--- src/rtl/multicycle_ctrl.sv ---
// Multi-cycle RV32I control FSM: sequences FETCH/DECODE/EXEC/MEM/WB over a shared datapath.
// Latency: 3 cycles for a branch, 4 for ALU/jump/store, 5 for a load, plus one per memory wait cycle.
// Backpressure: holds in FETCH until imem_ready and in MEM until dmem_ready; outputs stay stable while waiting.
//
// Ports:
//   clk, rst_n                 core clock, asynchronous active-low reset
//   opcode, func3, func7       instruction register fields (stable from DECODE until the next FETCH)
//   imem_ready, dmem_ready     memory completion strobes (ignored while the matching request is low)
//   imem_req, ir_we            instruction fetch request / instruction register load
//   dmem_req, mwe, memi        data access request, write enable, {2'b00,func3} size/sign
//   aop, srcA, srcB, ws        ALU operation, operand selects, register-file write source
//   rfwe, enpc, jal, jalr, b   register write, PC update strobe and PC target selects
//   halted, illegal, instret   halt status, unknown-opcode flag, retired-instruction count
module multicycle_ctrl (
  input  logic        clk,
  input  logic        rst_n,
  input  logic [6:0]  opcode,
  input  logic [2:0]  func3,
  input  logic [6:0]  func7,
  input  logic        imem_ready,
  input  logic        dmem_ready,
  output logic        imem_req,
  output logic        ir_we,
  output logic        dmem_req,
  output logic        mwe,
  output logic [4:0]  memi,
  output logic [4:0]  aop,
  output logic [1:0]  srcA,
  output logic [2:0]  srcB,
  output logic        ws,
  output logic        rfwe,
  output logic        enpc,
  output logic        jal,
  output logic        jalr,
  output logic        b,
  output logic        halted,
  output logic        illegal,
  output logic [31:0] instret
);

  localparam logic [6:0] OPC_R      = 7'd51;
  localparam logic [6:0] OPC_I      = 7'd19;
  localparam logic [6:0] OPC_LOAD   = 7'd3;
  localparam logic [6:0] OPC_STORE  = 7'd35;
  localparam logic [6:0] OPC_BRANCH = 7'd99;
  localparam logic [6:0] OPC_JAL    = 7'd111;
  localparam logic [6:0] OPC_JALR   = 7'd103;
  localparam logic [6:0] OPC_LUI    = 7'd55;
  localparam logic [6:0] OPC_AUIPC  = 7'd23;
  localparam logic [6:0] OPC_HALT   = 7'd115;

  typedef enum logic [2:0] {
    S_FETCH  = 3'd0,
    S_DECODE = 3'd1,
    S_EXEC   = 3'd2,
    S_MEM    = 3'd3,
    S_WB     = 3'd4,
    S_HALT   = 3'd5
  } state_t;

  state_t      r_state;
  state_t      w_next;
  // Cleared by reset and set on the first clock edge after release, so the
  // fetch request only appears once reset has been synchronously released.
  logic        r_run;
  logic        r_illegal;
  logic [31:0] r_instret;
  logic        w_set_illegal;
  logic        w_legal;
  logic        w_unused;

  // Only the two top func7 bits feed the ALU opcode.
  assign w_unused = &{1'b0, func7[4:0]};

  always_comb begin
    w_legal = 1'b0;
    case (opcode)
      OPC_R, OPC_I, OPC_LOAD, OPC_STORE, OPC_BRANCH,
      OPC_JAL, OPC_JALR, OPC_LUI, OPC_AUIPC: w_legal = 1'b1;
      default:                               w_legal = 1'b0;
    endcase
  end

  // State register
  always_ff @(posedge clk or negedge rst_n) begin
    if (!rst_n) begin
      r_state <= S_FETCH;
      r_run   <= 1'b0;
    end else begin
      r_state <= w_next;
      r_run   <= 1'b1;
    end
  end

  // Sticky illegal flag and retirement counter
  always_ff @(posedge clk or negedge rst_n) begin
    if (!rst_n) begin
      r_illegal <= 1'b0;
      r_instret <= 32'd0;
    end else begin
      if (w_set_illegal) r_illegal <= 1'b1;
      if (enpc)          r_instret <= r_instret + 32'd1;
    end
  end

  // Next-state logic
  always_comb begin
    w_next        = r_state;
    w_set_illegal = 1'b0;
    case (r_state)
      S_FETCH: begin
        if (r_run && imem_ready) w_next = S_DECODE;
      end
      S_DECODE: begin
        if (w_legal) begin
          w_next = S_EXEC;
        end else begin
          w_next        = S_HALT;
          w_set_illegal = (opcode != OPC_HALT);
        end
      end
      S_EXEC: begin
        case (opcode)
          OPC_LOAD, OPC_STORE: w_next = S_MEM;
          OPC_BRANCH:          w_next = S_FETCH;
          default:             w_next = S_WB;
        endcase
      end
      S_MEM: begin
        // Only loads and stores reach MEM.
        if (dmem_ready) w_next = (opcode == OPC_STORE) ? S_FETCH : S_WB;
      end
      S_WB:    w_next = S_FETCH;
      S_HALT:  w_next = S_HALT;
      default: w_next = S_FETCH;
    endcase
  end

  // Output logic
  always_comb begin
    imem_req = 1'b0;
    ir_we    = 1'b0;
    dmem_req = 1'b0;
    mwe      = 1'b0;
    memi     = 5'd0;
    aop      = 5'd0;
    srcA     = 2'd0;
    srcB     = 3'd0;
    ws       = 1'b0;
    rfwe     = 1'b0;
    enpc     = 1'b0;
    jal      = 1'b0;
    jalr     = 1'b0;
    b        = 1'b0;
    halted   = (r_state == S_HALT);
    illegal  = r_illegal;
    instret  = r_instret;
    case (r_state)
      S_FETCH: begin
        imem_req = r_run;
        ir_we    = r_run && imem_ready;
      end
      S_EXEC: begin
        case (opcode)
          OPC_R: begin
            aop = {func7[6:5], func3};
          end
          OPC_I: begin
            srcB = 3'd1;
            // Only the shift-right group uses func7 to pick arithmetic vs logical.
            aop  = (func3 == 3'b101) ? {func7[6:5], func3} : {2'b00, func3};
          end
          OPC_LOAD: begin
            srcB = 3'd1;
          end
          OPC_STORE: begin
            srcB = 3'd3;
          end
          OPC_BRANCH: begin
            aop  = {2'b11, func3};
            b    = 1'b1;
            enpc = 1'b1;
          end
          OPC_JAL, OPC_JALR: begin
            srcA = 2'd1;
            srcB = 3'd4;
          end
          OPC_LUI: begin
            srcA = 2'd2;
            srcB = 3'd2;
          end
          OPC_AUIPC: begin
            srcA = 2'd1;
            srcB = 3'd2;
          end
          default: begin
            aop = 5'd0;
          end
        endcase
      end
      S_MEM: begin
        dmem_req = 1'b1;
        memi     = {2'b00, func3};
        mwe      = (opcode == OPC_STORE);
        enpc     = dmem_ready && (opcode == OPC_STORE);
      end
      S_WB: begin
        rfwe = 1'b1;
        enpc = 1'b1;
        ws   = (opcode == OPC_LOAD);
        jal  = (opcode == OPC_JAL);
        jalr = (opcode == OPC_JALR);
      end
      default: begin
        imem_req = 1'b0;
      end
    endcase
  end

endmodule

--- config.mk ---
export PLATFORM = sky130hd
export DESIGN_NAME = multicycle_ctrl
export DESIGN_NICKNAME = d
export VERILOG_FILES = /design/src/rtl/multicycle_ctrl.sv
export SDC_FILE = /design/constraint.sdc
export NUM_CORES = 1
export LEC_CHECK = 0
export BUFFER_PORTS_ARGS = -buffer_cell sky130_fd_sc_hd__buf_2
export CAP_MARGIN = 20
export CELL_PAD_IN_SITES_DETAIL_PLACEMENT = 0
export CELL_PAD_IN_SITES_GLOBAL_PLACEMENT = 2
export CORE_MARGIN = 2
export CORE_UTILIZATION = 32
export CTS_BUF_LIST = sky130_fd_sc_hd__clkbuf_8
export CTS_CLUSTER_DIAMETER = 200
export DETAILED_ROUTE_END_ITERATION = 6
export PLACE_DENSITY_LB_ADDON = 0.15
export SYNTH_ARGS = -nofsm -noshare
export SYNTH_HDL_FRONTEND = slang
export SYNTH_SLANG_ARGS = --single-unit
--- constraint.sdc ---
create_clock -name clk -period 4.57 [get_ports clk]
set_input_delay 0.2285 -clock clk [delete_from_list [all_inputs] [get_ports clk]]
set_output_delay 0.2285 -clock clk [all_outputs]
set_load 0.02 [all_outputs]
## After elaboration in Yosys (flattened, before gate mapping)

Index checks and enable logic that the tools add are counted.

- Output and inout port bits: 59
- Input port bits: 21
- Bits in registers: 37
- Word-level logic and storage cells: 61

- Add/subtract/negate cells: 1
- Muxes and demuxes: 28
- Reduce and logical (&&, ||, !) cells: 10
- Eq/ne operators: 18

Operators by type and width:

| operator | number |
|---|---|
| 32-bit by 1-bit adder with 32-bit output (second input constant) | 1 |
| 7-bit by 6-bit equality test with 1-bit output (second input constant) | 3 |
| 7-bit equality test (second input constant) | 3 |
| 3-bit two-way mux | 6 |
| 3-bit case mux with 5 select lines | 1 |
| 5-bit case mux with 3 select lines | 1 |
| 7-bit by 5-bit equality test with 1-bit output (second input constant) | 2 |
| 1-bit two-way mux | 13 |
| 3-bit case mux with 4 select lines | 1 |
| 5-bit two-way mux | 2 |
| 3-bit equality test (second input constant) | 3 |
| 9-bit OR reduction | 1 |
| 2-bit OR reduction | 4 |
| 7-bit by 2-bit equality test with 1-bit output (second input constant) | 1 |
| 7-bit != test (second input constant) | 1 |
| 3-bit by 2-bit equality test with 1-bit output (second input constant) | 2 |
| 3-bit case mux with 2 select lines | 1 |
| 2-bit != test (second input constant) | 2 |
| 2-bit case mux with 2 select lines | 1 |
| 3-bit by 1-bit equality test with 1-bit output (second input constant) | 1 |
| 3-bit logical NOT | 1 |
| 1-bit case mux with 3 select lines | 1 |
| 3-bit OR reduction | 1 |
| 1-bit logical AND | 2 |
| other kinds (2) | 2 |

## Depth between registers and ports, before layout

- Word-level depth: 5
- Mapped depth: 9
- Mapped depth without buffers: 7

## Worst setup path after synthesis

No wires, ideal clock.

- Kind: register to register
- From: register r_state[1]
- To: register r_instret[6], in the netlist instret[6]
- Cell stages (with the launch flop): 9
- Setup time: 0.130 ns
- Data required time: 4.440 ns
- Arrival: 1.708 ns
- Path slack: 2.732 ns
- Buffers on the path: 1
- Period minus slack after synthesis: 1.838 ns
- Path through: dfrtp_1 buf_4 nor2_1 nand2_1 inv_1 a31oi_2 a21bo_4 or3_1 xnor2_1

- Longest elaborated chain between the ends: 2
- Elaborated cells on any way between the ends: 4
- Classes of those cells: eq/ne (3); mux (1)

RTL lines:

| element | RTL line | RTL |
|---|---|---|
| start: declaration | 61 | `state_t r_state;` |
| start signal: assignment | 90 | `r_state <= w_next;` |
| 3-bit equality test or 3-bit by 2-bit equality test with 1-bit output (tied branches) | 158 | `case (r_state)` |
| 1-bit case mux with 3 select lines (*) | 158 |  |
| end signal: assignment | 102 | `if (enpc) r_instret <= r_instret + 32'd1;` |
| end: declaration | 67 | `logic [31:0] r_instret;` |

Mark *: on every way between the ends. The rest lies on a longest branch, timed or not.
A chain may end at the register's enable or synchronous reset.

## Final worst setup path

- From: register r_state[1]
- To: output enpc

- Longest elaborated chain between the ends: 2
- Elaborated cells on any way between the ends: 4
- Classes of those cells: eq/ne (3); mux (1)

RTL lines:

| element | RTL line | RTL |
|---|---|---|
| 3-bit equality test or 3-bit by 2-bit equality test with 1-bit output (tied branches) | 158 |  |
| 1-bit case mux with 3 select lines (*) | 158 |  |
| end: declaration | 32 | `output logic enpc,` |

Marks and branches as above.

==> reports/metrics.cfg <==
[drt]
routedWlPerCell_um=14.3
drt_iter0_drc=77
num_vias=1858
via_per_inst=4.89
drt_wl_total_um=5450
ant_nets=0
route.detailed.drc=0
dr.pass1.iters=4

[worst_hold_path]
hp-class=in2async

[synth]
ys_async_sr_fraction_pct=100
ys.flop_type=dfrtp_1
synth_cells=228
yosysMostFrequentCell=dfrtp_1
synth.top_cells.by_area=dfrtp_1, xnor2_1, xor2_1
synth_commonest_cells=dfrtp_1, xnor2_1, nand2_1
yosysUniqueCellTypes=52
ys_ff_latch=37
yosysTopAreaCellShare_pct=41.8
synth.largest_area_cell=dfrtp_1
synth_edf_count=0
yosysSeqAreaShare_pct=41.8
synth.cell_area_mm2=0.00221
yosys_warnings=0
avgSynthCellArea_um2=9.71

[grt]
antenna_found_initial=0
grt_overflow=0
grt_pass1_wl_um=8780
grt_pass1_vias=1708
grt_usage_pct=14.7
grt_max_degree=38

[setup_path]
worstPathRequired_ns=4.34
worstPathBufferInverterCount=3
r2r_cells=7
critPathMaxStageDelay_ns=0.51
cp_common_cell=inv_1
start_kind=flop
r2r_setup_slack_ns=2.52
critPathTopFamily=simple AND/OR/NAND/NOR gates
path_depth=7
critPathKind=reg2out
cp-end-kind=output port
path_cells=nor2_1, nand2_1, inv_1, a31oi_2, and2_1, inv_1, buf_2
regToRegStartpoint=r_state[1]$_DFFE_PN0P_
timing.rr.end=instret[11]$_DFFE_PN0P_
cp_slowest_cell=dfrtp_1
cp_max_fo=10
arrival_ns=1.96

[sta]
max_freq_mhz=457
setup-violations-final=0
grt_setup_unrepaired=no
fin_skew_ns=0.00799
holdWs_ns=0.0341
hold_violations=0
min_period_ns=2.19
relSlewSlack_pct=43.5
final.period_utilization_pct=47.9
slew_violations=0
worstMarginPinSlew_ns=0.848
setup_tns_ns=0

[floorplan]
rows=30
core_area_mm2=0.00676
boundaryPins=80
die_area_mm2=0.00760
initial_utilization_pct=32.8
die_h_um=87.2
die_x_um=87.2

[cts]
post_cts_buffers=0
clkLatencyLatePin_ns=0.28
cts_made_buffers=5
cts_sinks=37
postCtsResizedCells=0
clockBufferDepth=2
cts_tree=done
clk_pin_slew_ns=0.07
ctsHoldBuffers=0
root_buffer=clkbuf_8
htree_levels=2

[run]
drv_cap=0

[pwr]
power_density_mw_per_mm2=330
irDropWorstVdd_mv=0.191
p_leak_nw=1.37

[place]
numPortBuffers=72
dp_hpwl_um=4030
place_congestion=0.764
post_dp_cell_area_mm2=0.00262

[cells_and_area]
postLayoutCellArea_mm2=0.00271
nets=322
num_antenna_cells=0
area_growth_pct=22.4
drive_above_1_share_pct=34.3
nFillCells=702

[status]
status=complete, no violations

==> registers in the layout, indices dropped and copies added, names as in the netlist <==
signal / cells
illegal: 1
instret: 32
r_state: 3
r_run: 1
==> worst max path at each step <==
stage / start / end / slack, ns
after floorplan: r_state[1]$_DFFE_PN0P_ / instret[6]$_DFFE_PN0P_ / 2.73
after global placement: r_state[1]$_DFFE_PN0P_ / instret[7]$_DFFE_PN0P_ / 2.52
after detailed placement: r_state[1]$_DFFE_PN0P_ / instret[11]$_DFFE_PN0P_ / 2.50
after CTS: r_state[1]$_DFFE_PN0P_ / enpc / 2.35
after global routing: r_state[1]$_DFFE_PN0P_ / enpc / 2.20
final: r_state[1]$_DFFE_PN0P_ / enpc / 2.38
==> power breakdown <==
group	internal [mW]	total (mW)	leakage (nW)	switching, mW
combinational	0.0985	0.257	0.843	0.159
sequential	0.358	0.407	0.476	0.0489
clock	0.118	0.229	0.0485	0.112
==> cells by family after synthesis <==
group	Yosys count	synth area share (%)
AND/OR/NAND/NOR	106	30.5
flip-flops	37	41.8
XOR/XNOR	31	12.3
AO/OA/AOI/OAI	29	9.27
buffers and inverters	21	4.69
other	2	0.339
adder cells (fa/ha/maj)	1	0.565
multiplexers	1	0.509
==> metal layers <==
layer  global-route usage (%)  vias to the layer above  wire length (µm)
met1                     22.7                      875              2810
li1                         -                      931                 -
met4                     3.78                        0                33
met5                        0                        -                 0
met3                     3.70                        5               294
met2                     20.4                       47              2310
==> worst register-to-register path, cell delays in order, from the launching register on <==
cell	delay, ns
dfrtp_1	0.51
nor2_1	0.12
nand2_1	0.13
inv_1	0.10
a31oi_2	0.32
a21o_1	0.48
nor2_1	0.12
xor2_1	0.17
==> cells in the final DEF, fill, tap and decap left out, drive strengths merged, types with 4 or more instances in the layout <==
cell type / n
buf: 72
dfrtp: 37
xnor2: 20
nand2: 20
nor2: 17
nor3: 14
inv: 13
nand3: 12
nand4: 12
xor2: 11
a21oi: 9
and2: 8
o21ai: 7
clkbuf: 6
nor4: 4
==> area by class of cell <==
class | instances | area [µm²] | area share (%)
clock buffer | 6 | 82.6 | 3.05
clock inverter | 1 | 3.75 | 0.139
inverter | 13 | 50.0 | 1.85
multi-input combinational | 171 | 1190 | 43.8
sequential | 37 | 926 | 34.2
tap | 80 | 100 | 3.69
timing repair buffer | 72 | 360 | 13.3
==> stage by stage <==
step           setup WS [ns]  power [mW]  cells  util [%]
2_1_floorplan           2.73       0.586    229         -
3_3_place_gp            2.52       0.671    373      38.8
3_5_place_dp            2.50       0.672    373      38.8
4_1_cts                 2.35       0.905    380      40.1
5_1_grt                 2.20       0.958    380      40.1
6_report                2.38       0.894    380      40.1
(Power assumes the default switching activity.)
